<file path="src/rtl/reed_conditioner.sv">
// Wheel reed-switch front end: 2-FF sync, debounce FSM, one-cycle strobe, motion timeout.
// Define REED_PERIOD_EN to add the strobe-to-strobe period measurement.
module reed_conditioner #(
  parameter int DEBOUNCE_CYCLES = 20,
  parameter int TIMEOUT_CYCLES  = 4000,
  parameter int PERIOD_W        = 16
) (
  input  logic                clock,
  input  logic                reset,
  input  logic                reed_raw,
  output logic                reed,
  output logic                moving,
  output logic [PERIOD_W-1:0] period,
  output logic                period_valid
);

  localparam int DB_W = (DEBOUNCE_CYCLES > 2) ? $clog2(DEBOUNCE_CYCLES) : 1;
  localparam int TO_W = $clog2(TIMEOUT_CYCLES + 1);

  localparam logic [DB_W-1:0] DB_LAST = DB_W'(DEBOUNCE_CYCLES - 1);
  localparam logic [TO_W-1:0] TO_MAX  = TO_W'(TIMEOUT_CYCLES);
  localparam logic [TO_W-1:0] TO_LAST = TO_W'(TIMEOUT_CYCLES - 1);

  localparam logic [1:0] OPEN    = 2'd0;
  localparam logic [1:0] CLOSING = 2'd1;
  localparam logic [1:0] CLOSED  = 2'd2;
  localparam logic [1:0] OPENING = 2'd3;

  logic            sync_meta;
  logic            sync;
  logic [1:0]      state_q;
  logic [1:0]      state_d;
  logic [DB_W-1:0] cnt_q;
  logic [DB_W-1:0] cnt_d;
  logic            strobe;
  logic [TO_W-1:0] tcnt_q;

  always_ff @(posedge clock) begin
    if (reset) begin
      sync_meta <= 1'b0;
      sync      <= 1'b0;
    end else begin
      sync_meta <= reed_raw;
      sync      <= sync_meta;
    end
  end

  // cnt never exceeds DB_LAST: every terminal count forces a state change and a clear.
  always_comb begin
    state_d = state_q;
    cnt_d   = cnt_q;
    strobe  = 1'b0;
    case (state_q)
      OPEN: begin
        if (sync) begin
          state_d = CLOSING;
          cnt_d   = '0;
        end
      end
      CLOSING: begin
        if (!sync) begin
          state_d = OPEN;
          cnt_d   = '0;
        end else if (cnt_q == DB_LAST) begin
          state_d = CLOSED;
          cnt_d   = '0;
          strobe  = 1'b1;
        end else begin
          cnt_d = cnt_q + 1'b1;
        end
      end
      CLOSED: begin
        if (!sync) begin
          state_d = OPENING;
          cnt_d   = '0;
        end
      end
      OPENING: begin
        if (sync) begin
          state_d = CLOSED;
          cnt_d   = '0;
        end else if (cnt_q == DB_LAST) begin
          state_d = OPEN;
          cnt_d   = '0;
        end else begin
          cnt_d = cnt_q + 1'b1;
        end
      end
      default: begin
        state_d = OPEN;
        cnt_d   = '0;
      end
    endcase
  end

  always_ff @(posedge clock) begin
    if (reset) begin
      state_q <= OPEN;
      cnt_q   <= '0;
      reed    <= 1'b0;
    end else begin
      state_q <= state_d;
      cnt_q   <= cnt_d;
      reed    <= strobe;
    end
  end

  // Timeout runs off the registered strobe, so a strobe arriving as the count expires keeps moving high.
  always_ff @(posedge clock) begin
    if (reset) begin
      tcnt_q <= '0;
      moving <= 1'b0;
    end else if (reed) begin
      tcnt_q <= '0;
      moving <= 1'b1;
    end else if (tcnt_q != TO_MAX) begin
      tcnt_q <= tcnt_q + 1'b1;
      if (tcnt_q == TO_LAST) begin
        moving <= 1'b0;
      end
    end
  end

`ifdef REED_PERIOD_EN
  localparam logic [PERIOD_W-1:0] P_MAX = '1;

  logic [PERIOD_W-1:0] pcnt_q;

  // Period is latched on the same edge as reed so period_valid lines up with the strobe.
  always_ff @(posedge clock) begin
    if (reset) begin
      pcnt_q       <= '1;
      period       <= '0;
      period_valid <= 1'b0;
    end else if (strobe) begin
      period       <= (pcnt_q == P_MAX) ? P_MAX : pcnt_q + 1'b1;
      period_valid <= 1'b1;
      pcnt_q       <= '0;
    end else begin
      period_valid <= 1'b0;
      if (pcnt_q != P_MAX) begin
        pcnt_q <= pcnt_q + 1'b1;
      end
    end
  end
`else
  assign period       = '0;
  assign period_valid = 1'b0;
`endif

endmodule
</file>
<file path="config.mk">
export PLATFORM = sky130hd
export DESIGN_NAME = reed_conditioner
export DESIGN_NICKNAME = d
export VERILOG_FILES = /design/src/rtl/reed_conditioner.sv
export SDC_FILE = /design/constraint.sdc
export NUM_CORES = 1
export LEC_CHECK = 0
export CAP_MARGIN = 20
export CORE_MARGIN = 3
export CORE_UTILIZATION = 50
export CTS_BUF_LIST = sky130_fd_sc_hd__clkbuf_16
export DETAILED_ROUTE_END_ITERATION = 10
export GPL_TIMING_DRIVEN = 0
export PLACE_DENSITY = 0.77
export SETUP_SLACK_MARGIN = 0.15
export SLEW_MARGIN = 15
export SYNTH_ARGS = -nofsm -noshare
export SYNTH_HDL_FRONTEND = slang
export SYNTH_SLANG_ARGS = --single-unit
</file>
<file path="constraint.sdc">
create_clock -name clock -period 1.4 [get_ports clock]
set_input_delay 0.28 -clock clock [delete_from_list [all_inputs] [get_ports clock]]
set_output_delay 0.28 -clock clock [all_outputs]
set_load 0.01 [all_outputs]
</file>
==> results of run 1 <==
synth_stat cells (all sizes together):
master    n
inv       3
ha        3
and4bb    1
and2      1
nand2b    2
clkbuf    3
nand2     9
nand3     7
buf      18
or3       2
nor2b     2
or2       1
a21oi     5
nand4     6
and3b     1
o21bai    1
conb      1
and4b     1
xor2      7
a22o      1
and4      1
xnor2     4
mux2i     1
a21o      1
nor4b     2
o21ai     3
nor2     13
nand3b    4
nor3      3
a21boi    1
o2bb2ai   1
and3      1
nor4      1
dfxtp    23
a311oi    1
registers in the layout (all words and copies together), names as in the netlist, named ones only:
name       flops
cnt_q          5
moving         1
reed           1
state_q        1
sync           1
sync_meta      1
tcnt_q        12
layout make-up:
| type | count | area, um2 |
|---|---|---|
| Clock buffer | 3 | 75.1 |
| Sequential cell | 23 | 474 |
| Timing Repair Buffer | 17 | 145 |
| Tap cell | 28 | 35.0 |
| Clock inverter | 1 | 3.75 |
| Multi-Input combinational cell | 104 | 718 |
| Inverter | 3 | 11.3 |
| Fill cell | 161 | 601 |
| Buffer | 21 | 170 |
cell families after synthesis:
| logic type | share of synthesized area [%] |
|---|---|
| DFF | 38.8 |
| AOI/OAI and AO/OA | 7.81 |
| other | 0.316 |
| and+or+nand+nor | 27.1 |
| muxes | 0.844 |
| buffers and inverters | 13.2 |
| adders and majority gates | 3.16 |
| xor gates and xnor gates | 8.76 |
what timing repair did:
action	CTS	global route
pin swaps	8	14
buffers inserted	9	4
endpoints found under the setup margin	16	19
resized for setup	18	24
power groups by stage:
stage | Combinational [mW] | Clock (mW) | Sequential, mW
2_1_floorplan | 0.0971 | 0 | 0.689
5_1_grt | 0.156 | 0.629 | 0.681
3_3_place_gp | 0.111 | 0 | 0.691
4_1_cts | 0.122 | 0.601 | 0.678
3_5_place_dp | 0.114 | 0 | 0.692
6_report | 0.143 | 0.601 | 0.680
through the flow:
step / setup WS (ns) / std cells / power (mW)
5_1_grt: -0.0154 / 200 / 1.47
6_report: 0.0506 / 200 / 1.42
3_5_place_dp: -0.248 / 183 / 0.806
3_3_place_gp: -0.235 / 183 / 0.802
4_1_cts: 0.0614 / 196 / 1.40
2_1_floorplan: 0.151 / 151 / 0.786
how the worst max path moves through the flow:
stage / startpoint / end / slack, ns / cells after the start
finish: tcnt_q[2] / tcnt_q[0] / 0.05 / 5
global route: tcnt_q[2] / tcnt_q[1] / -0.02 / 5
CTS: tcnt_q[2] / tcnt_q[0] / 0.06 / 5
detailed placement: reset / cnt_q[2] / -0.25 / 5
global placement: reset / cnt_q[2] / -0.24 / 5
floorplan: cnt_q[0] / cnt_q[0] / 0.15 / 4
layer usage:
layer	routed length, um	vias to the layer above
met5	0	-
met4	13	0
met3	120	2
met2	1310	23
met1	1190	479
li1	-	505
==> out/metrics.yaml, run 1 <==
worst_setup_path:
  critPathSlowestCell: "dfxtp_1"
  critPathBufInv: 1
  slowest_delay_ns: 0.31
  cp-start-kind: "flop"
  crit_required_ns: 1.53
  r2r_cells: 5
  crit_family: "simple AND/OR/NAND/NOR gates"
  crit_path_max_fanout: 8
  rr_endpoint: "tcnt_q[0]"
  cp-end-kind: "flop"
  timing.rr.start: "tcnt_q[2]"
  worstPathArrival_ns: 1.48
  crit_chain: "buf_6, nor4b_4, nand4_1, xnor2_1, nor2_1"
  criticalPathCategory: "reg -> reg"
  reg2reg_slack_ns: 0.05
power_and_ir_drop:
  p_leak_nw: 0.703
  ir_worst_vdd_uv: 604
  pwr-share-seq_pct: 47.8
  p_int_mw: 1.12
  power_density_mw_per_mm2: 872
  p_clk_share_pct: 42.2
  p_sw_mw: 0.307
  p_sw_share_pct: 21.6
  power_frac_comb_pct: 10.0
global_route:
  gr-usage-all-layers_pct: 16.7
  grt_overflow: 0
  use_met3_pct: 3.27
  globalRouteMet1Util_pct: 20.5
  grt_pass1_wl_mm: 3.68
  grt_start_max_net_pins: 13
  use_met2_pct: 28.9
  antenna_found_initial: 0
  grt_pass1_vias: 895
  busiest_layer: "met2"
sta:
  rsz0062_at_grt: "true"
  drv_slew: 0
  period_share_pct: 96.4
  clock.fmax_mhz: 741
  final.setup.tns_ns: 0
  final.setup_skew_ns: 0.00534
  setup_violations: 0
  whs_ns: 0.440
  hold_viol: 0
  finalCriticalPeriod_ns: 1.35
layout:
  diodes: 0
  layout-drive-gt1-share_pct: 35.5
  area_growth_pct: 37.7
  finish.utilization_pct: 73.1
  final_common_cell: "buf_4"
  final_cell_mix: "buf_4 (28), conb_1 (17), dfxtp_1 (16), nor2_1 (13), nand3_1 (7)"
  fin_area_mm2: 0.00163
  fin_nets: 179
placed_design:
  place_congestion: 0.802
  portBuffers: 4
  place_hpwl_mm: 1.58
  placed_area_mm2: 0.00132
yosys:
  ys_seq_elements: 23
  ys_seq_area_share_pct: 38.8
  netlist_area_mm2: 0.00119
  syn_avg_cell_area_um2: 8.79
  ys_top_cells_by_area: "dfxtp_1 (39%), buf_4 (11%), xor2_1 (4.4%)"
  synth.distinct_cells: 39
  yosysTopAreaCell: "dfxtp_1"
  yosysWarnings: 0
  synthCells: 135
  synth_top_area_share_pct: 38.8
route:
  viasPerCell: 5.05
  wl_mm: 2.63
  drtIter0Drc: 18
  via_count: 1009
  wl_per_cell_um: 13.2
  drtAntennaViolNets: 0
  drc: 0
  drtPass1Iterations: 5
floorplan:
  dieArea_mm2: 0.00299
  boundaryPins: 22
  die_w_um: 54.7
  start_util_pct: 53.1
  core_mm2: 0.00223
  fp.dieH_um: 54.7
  rows: 17
hold_path:
  hold_path_class: "reg -> reg"
  whs_endpoint: "sync"
  hold_start: "sync_meta"
  hold_depth: 1
cts:
  clk_latency_ns: 0.25
  hold_buffers: 0
  htreeDepth: 1
  cts-root-buf: "clkbuf_16"
  clkTransAtPathRegs_ns: 0.06
  cts_tree: "yes"
  clkSinkCount: 23
  cts_buffers: 3
  clockBufferDepth: 2
outcome:
  status: "complete, no violations"
flow_run:
  maxCapViolCount: 0
No activity file was read; power rests on OpenSTA's default activity.
==> run 2, diff against run 1 <==
--- a/config.mk
+++ b/config.mk
@@ -17,3 +17,4 @@
 export SYNTH_ARGS = -nofsm -noshare
 export SYNTH_HDL_FRONTEND = slang
 export SYNTH_SLANG_ARGS = --single-unit
+export TNS_END_PERCENT = 100
==> results of run 2 <==
No change in the layout: final DEF, timing and power equal those of run 1.
==> RTL edit 1 (config.mk and constraints of run 1) <==
`PERIOD_W`: 16 -> 20.
--- a/src/rtl/reed_conditioner.sv
+++ b/src/rtl/reed_conditioner.sv
@@ -3,7 +3,7 @@
 module reed_conditioner #(
   parameter int DEBOUNCE_CYCLES = 20,
   parameter int TIMEOUT_CYCLES  = 4000,
-  parameter int PERIOD_W        = 16
+  parameter int PERIOD_W        = 20
 ) (
   input  logic                clock,
   input  logic                reset,
Interface: changed (resized period); port bits go from 22 to 26. No check against the original RTL was run, so the function may have changed too.
==> RTL edit 1 against run 1 <==
Worst setup slack better by 0.054 ns. Combinational power grew 6%. Highest routed layer unchanged. Final area fell by 0.84%. Clock power about the same. Total power rose by 0.88%. Area after synthesis rose by 2.5%. Die area is 2.3% higher. Largest cell class unchanged. Non-clock buffer count fell by 2. Routed wire length is 2.9% lower. Sequential cell count stayed put.
==> RTL edit 1: results (changes against run 1) <==
* Post-CTS Resized at 15 (-3)
* Max clock buf depth at 2 (unchanged)
* Grt met3 use at 0.0421 (+0.00936)
* Lkg Pwr at 0.000710 uW (+1.1%)
* Reg2reg end: tcnt_q[0]
* Peak VDD IR at 0.808 mV (+34%)
* Root buf cell: clkbuf_16
* Cells after Synth at 139 (+3.0%)
* # placed instances at 191 (+4.4%)
* Layout Nets at 181 (+1.1%)
* R2R Path Start: tcnt_q[2]
* Dpl ws at -0.272 ns (-0.0245 ns)
* Critical-path top delay cell: dfxtp_2
* Largest regs: tcnt_q x12, cnt_q x5
* Crit-path leading delay family: simple AND/OR/NAND/NOR gates
* TritonCTS Buffers at 3 (unchanged)
* Final total power at 1440 uW (+0.88%)
* Hpwl dp at 1630 um (+3.3%)
* Final Skew at 0.00366 ns (-0.00168 ns)
* Crit path DAT at 1.44 ns (-0.04 ns)
* Final cell count without fillers at 202 (+1.0%)
* Vias at 995 (-1.4%)
* Ys async rst share at 0 (unchanged)
* Type of the tightest min-delay check: in2reg
* H-Tree Depth at 1 (unchanged)
* Synth top area cells: dfxtp_1 (38%), buf_4 (13%), xor2_1 (4.3%)
* Initial antenna violation count at 0 (unchanged)
* Clock slew at reported path FFs at 0.06 ns (about the same)
* Kind of critical path: reg2reg
* Post-CTS Setup Repair Bufs at 5 (-4)
* Initial DRC Count at 13 (-5)
* Crit-path max FO at 5 (-3)
* CP peak stage delay at 0.32 ns
* Largest net degree at the start of global routing at 13 (unchanged)
* Placed cell areas at 0.00137 mm2 (+3.4%)
* Routability Congestion at 0.843 (+5.2%)
* Post-synth cell types at 39 (unchanged)
* Status: completed
* Met1 global-route usage at 0.190 (-0.0148)
* IO Port Bufs at 4 (unchanged)
* Final core utilization at 0.718 (-0.0130)
* Post-synth top cells: dfxtp_1 (23), buf_4 (21), nor2_1 (13)
* # fillers at 178 (+11%)
* CP endpoint kind: flop
* Total GRT Usage at 0.163 (-0.00455)
* Antenna Nets Post-Route at 0 (unchanged)
* Post-synthesis sequential area ratio at 0.379 (-0.00958)
* Inserted Diodes at 0 (unchanged)
* Flop2flop setup slack at 0.11 ns (+0.05 ns)
* Final WL at 2560 um (-2.9%)
* First-pass GRT wire length at 4050 um (+10%)
* Fin crit period at 1.29 ns (-0.0544 ns)
* First drt pass iteration count at 4 (-1)
* Vias in the first global route at 931 (+4.0%)
* Share of layout cells above drive strength 1 at 0.345 (-0.00982)
* Worst skew pair latency at 0.25 ns (about the same)
* HP Start: reset
* GRT met2 Usage at 0.277 (-0.0123)
==> RTL edit 1: worst min-delay path by stage <==
stage / end / cells after the start / slack [ns]
6_report: tcnt_q[2] / 3 / 0.42
5_1_grt: sync / 1 / 0.46
4_1_cts: sync / 1 / 0.46
3_5_place_dp: sync / 1 / 0.45
3_3_place_gp: sync / 1 / 0.42
2_1_floorplan: sync_meta / 1 / 0.41
==> RTL edit 1: cell families (layout without fill, tap and decap cells) <==
| family | count (synthesis) | in the layout | share of synthesized area |
|---|---|---|---|
| simple gates | 58 | 58 | 0.264 |
| buf+inv | 28 | 43 | 0.153 |
| flops | 23 | 23 | 0.379 |
| compound gates | 14 | 14 | 0.0761 |
| xor+xnor | 11 | 11 | 0.0854 |
| fa+ha+maj | 3 | 3 | 0.0309 |
| other cells | 1 | 21 | 0.00308 |
| mux | 1 | 1 | 0.00823 |
==> RTL edit 1: final cells by class <==
type                    instances  area share
multi-input cells             108       0.452
clock inverters                 1     0.00232
inverters                       3     0.00696
repair buffers                 11      0.0572
well taps                      28      0.0216
clock buffers                   3      0.0464
plain buffers                  25       0.123
flip-flops and latches         23       0.291
==> RTL edit 1: worst min-delay path, delay by kind of cell <==
family,cells,cell delay [ns]
compound gates,1,0.04
buf+inv,1,0.15
simple gates,1,0.17
==> RTL edit 1: metal layers <==
| metal | wire (um) | vias up |
|---|---|---|
| li1 | - | 503 |
| met1 | 1080 | 459 |
| met2 | 1280 | 27 |
| met3 | 136 | 6 |
| met4 | 53 | 0 |
| met5 | 0 | - |
==> RTL edit 1: power breakdown <==
group | switching, uW | leakage, uW | internal [uW]
Sequential | 16.3 | 0.000190 | 666
Clock | 221 | 0.0000423 | 381
Combinational | 74.3 | 0.000478 | 77.8
==> RTL edit 2 (config.mk and constraints of run 1) <==
Made on the original files. Put one more register stage on the output `moving`, without a reset. The value now appears one clock later. The other outputs are not delayed to match. Comments in the files are not updated.
--- a/src/rtl/reed_conditioner.sv
+++ b/src/rtl/reed_conditioner.sv
@@ -25,6 +25,8 @@
   localparam logic [1:0] CLOSING = 2'd1;
   localparam logic [1:0] CLOSED  = 2'd2;
   localparam logic [1:0] OPENING = 2'd3;
+
+  logic moving_s0;
 
   logic            sync_meta;
   logic            sync;
@@ -109,14 +111,14 @@
   always_ff @(posedge clock) begin
     if (reset) begin
       tcnt_q <= '0;
-      moving <= 1'b0;
+      moving_s0 <= 1'b0;
     end else if (reed) begin
       tcnt_q <= '0;
-      moving <= 1'b1;
+      moving_s0 <= 1'b1;
     end else if (tcnt_q != TO_MAX) begin
       tcnt_q <= tcnt_q + 1'b1;
       if (tcnt_q == TO_LAST) begin
-        moving <= 1'b0;
+        moving_s0 <= 1'b0;
       end
     end
   end
@@ -148,4 +150,8 @@
   assign period_valid = 1'b0;
 `endif
 
+  always_ff @(posedge clock) begin
+    moving <= moving_s0;
+  end
+
 endmodule
Function: no difference found for any inputs over 10 cycles, from zero or initial values and one cycle with reset high; that may be too few to reach the edited logic, so the function may still have changed.
==> RTL edit 2 against run 1 <==
Total power is 3.0% higher. Routed wire length fell by 10%. Area after synthesis rose by 1.7%. Final area down 2.7%. Global-route usage is 0.065 points higher. Sequential cell count increased by 1. Worst setup slack gained 0.029 ns. Final cell count fell by 1.0%. Largest cell class unchanged. Largest power group unchanged.
==> RTL edit 2: results (changes against run 1) <==
* Lkg Pwr at 0.000671 uW (-4.6%)
* Inverters at 3 (unchanged)
* Crit path DAT at 1.46 ns (-0.02 ns)
* Placed cell areas at 0.00134 mm2 (+1.5%)
* Non-CTS buffers at 35 (-7.9%)
* Peak VDD IR at 0.654 mV (+8.3%)
* Area fraction of the dominant cell type after synthesis at 0.398 (+0.0102)
* Final Skew at 0.00200 ns (-0.00333 ns)
* First-pass GRT wire length at 3670 um (-0.19%)
* Post-synth top cells: dfxtp_1 (24), buf_4 (17), nor2_1 (13)
* Total GRT Usage at 0.168 (+0.000647)
* Hold Crit Endpoint: moving
* Vias at 983 (-2.6%)
* Critical-path top delay cell: dfxtp_2
* Portion of netlist area occupied by mux cells at 0.00830 (-0.000140)
* WL/cell at 11.9 um (-9.2%)
* Share of layout cells above drive strength 1 at 0.306 (-0.0488)
* Clock Sinks at 24 (+4.3%)
* Synth top area cells: dfxtp_1 (40%), buf_4 (11%), xor2_1 (4.4%)
* Crit-path max FO at 7 (-1)
* Dpl ws at -0.300 ns (-0.0518 ns)
* Vias in the first global route at 833 (-6.9%)
* Multi-input combinational area share at 0.435 (-0.00441)
* Clock network area share at 0.0496 (+0.00133)
* Routability Congestion at 0.836 (+4.3%)
* Seq area share at 0.307 (+0.0167)
* Max-cap violations at 0 (unchanged)
* Synth Area in Adders at 0.0311 (-0.000525)
* Largest net degree at the start of global routing at 14 (+1)
* Synth Area in XOR/XNOR at 0.0861 (-0.00145)
* Buffering overhead at 0.179 (-0.0144)
* Core area at 0.00225 mm2 (+0.95%)
* WHS Path Cells at 0 (-1)
* Post-synthesis sequential area ratio at 0.398 (+0.0102)
* Hpwl dp at 1510 um (-4.4%)
* Final cell count without fillers at 198 (-1.0%)
* Status: completed
-- RTL edit 2: cell count changes in the layout (fill, tap and decap cells not counted), sizes merged --
cell | before | now
clkbuf | 4 | 5
buf | 33 | 29
dfxtp | 23 | 24
inv | 4 | 3
clkinv | 0 | 1
clkdlybuf4s50 | 1 | 2
dlymetal6s2s | 1 | 0
-- RTL edit 2: metal layers --
layer / part of all wire / up-vias / track usage
met5: 0 / - / 0
met2: 0.48 / 27 / 0.281
met4: 0.013 / 0 / 0.0648
met1: 0.45 / 448 / 0.210
li1: - / 504 / -
met3: 0.053 / 4 / 0.0349
-- RTL edit 2: power breakdown --
group,switching (uW),leakage (uW),internal [uW]
Sequential,14.3,0.000197,694
Clock,236,0.0000385,381
Combinational,67.1,0.000435,73.1
-- RTL edit 2: timing repair --
action / 4_1_cts / 5_1_grt
endpoints found under the setup margin: 13 / 17
resized for setup: 16 / 11
pin swaps: 10 / 8
buffers inserted: 8 / 2
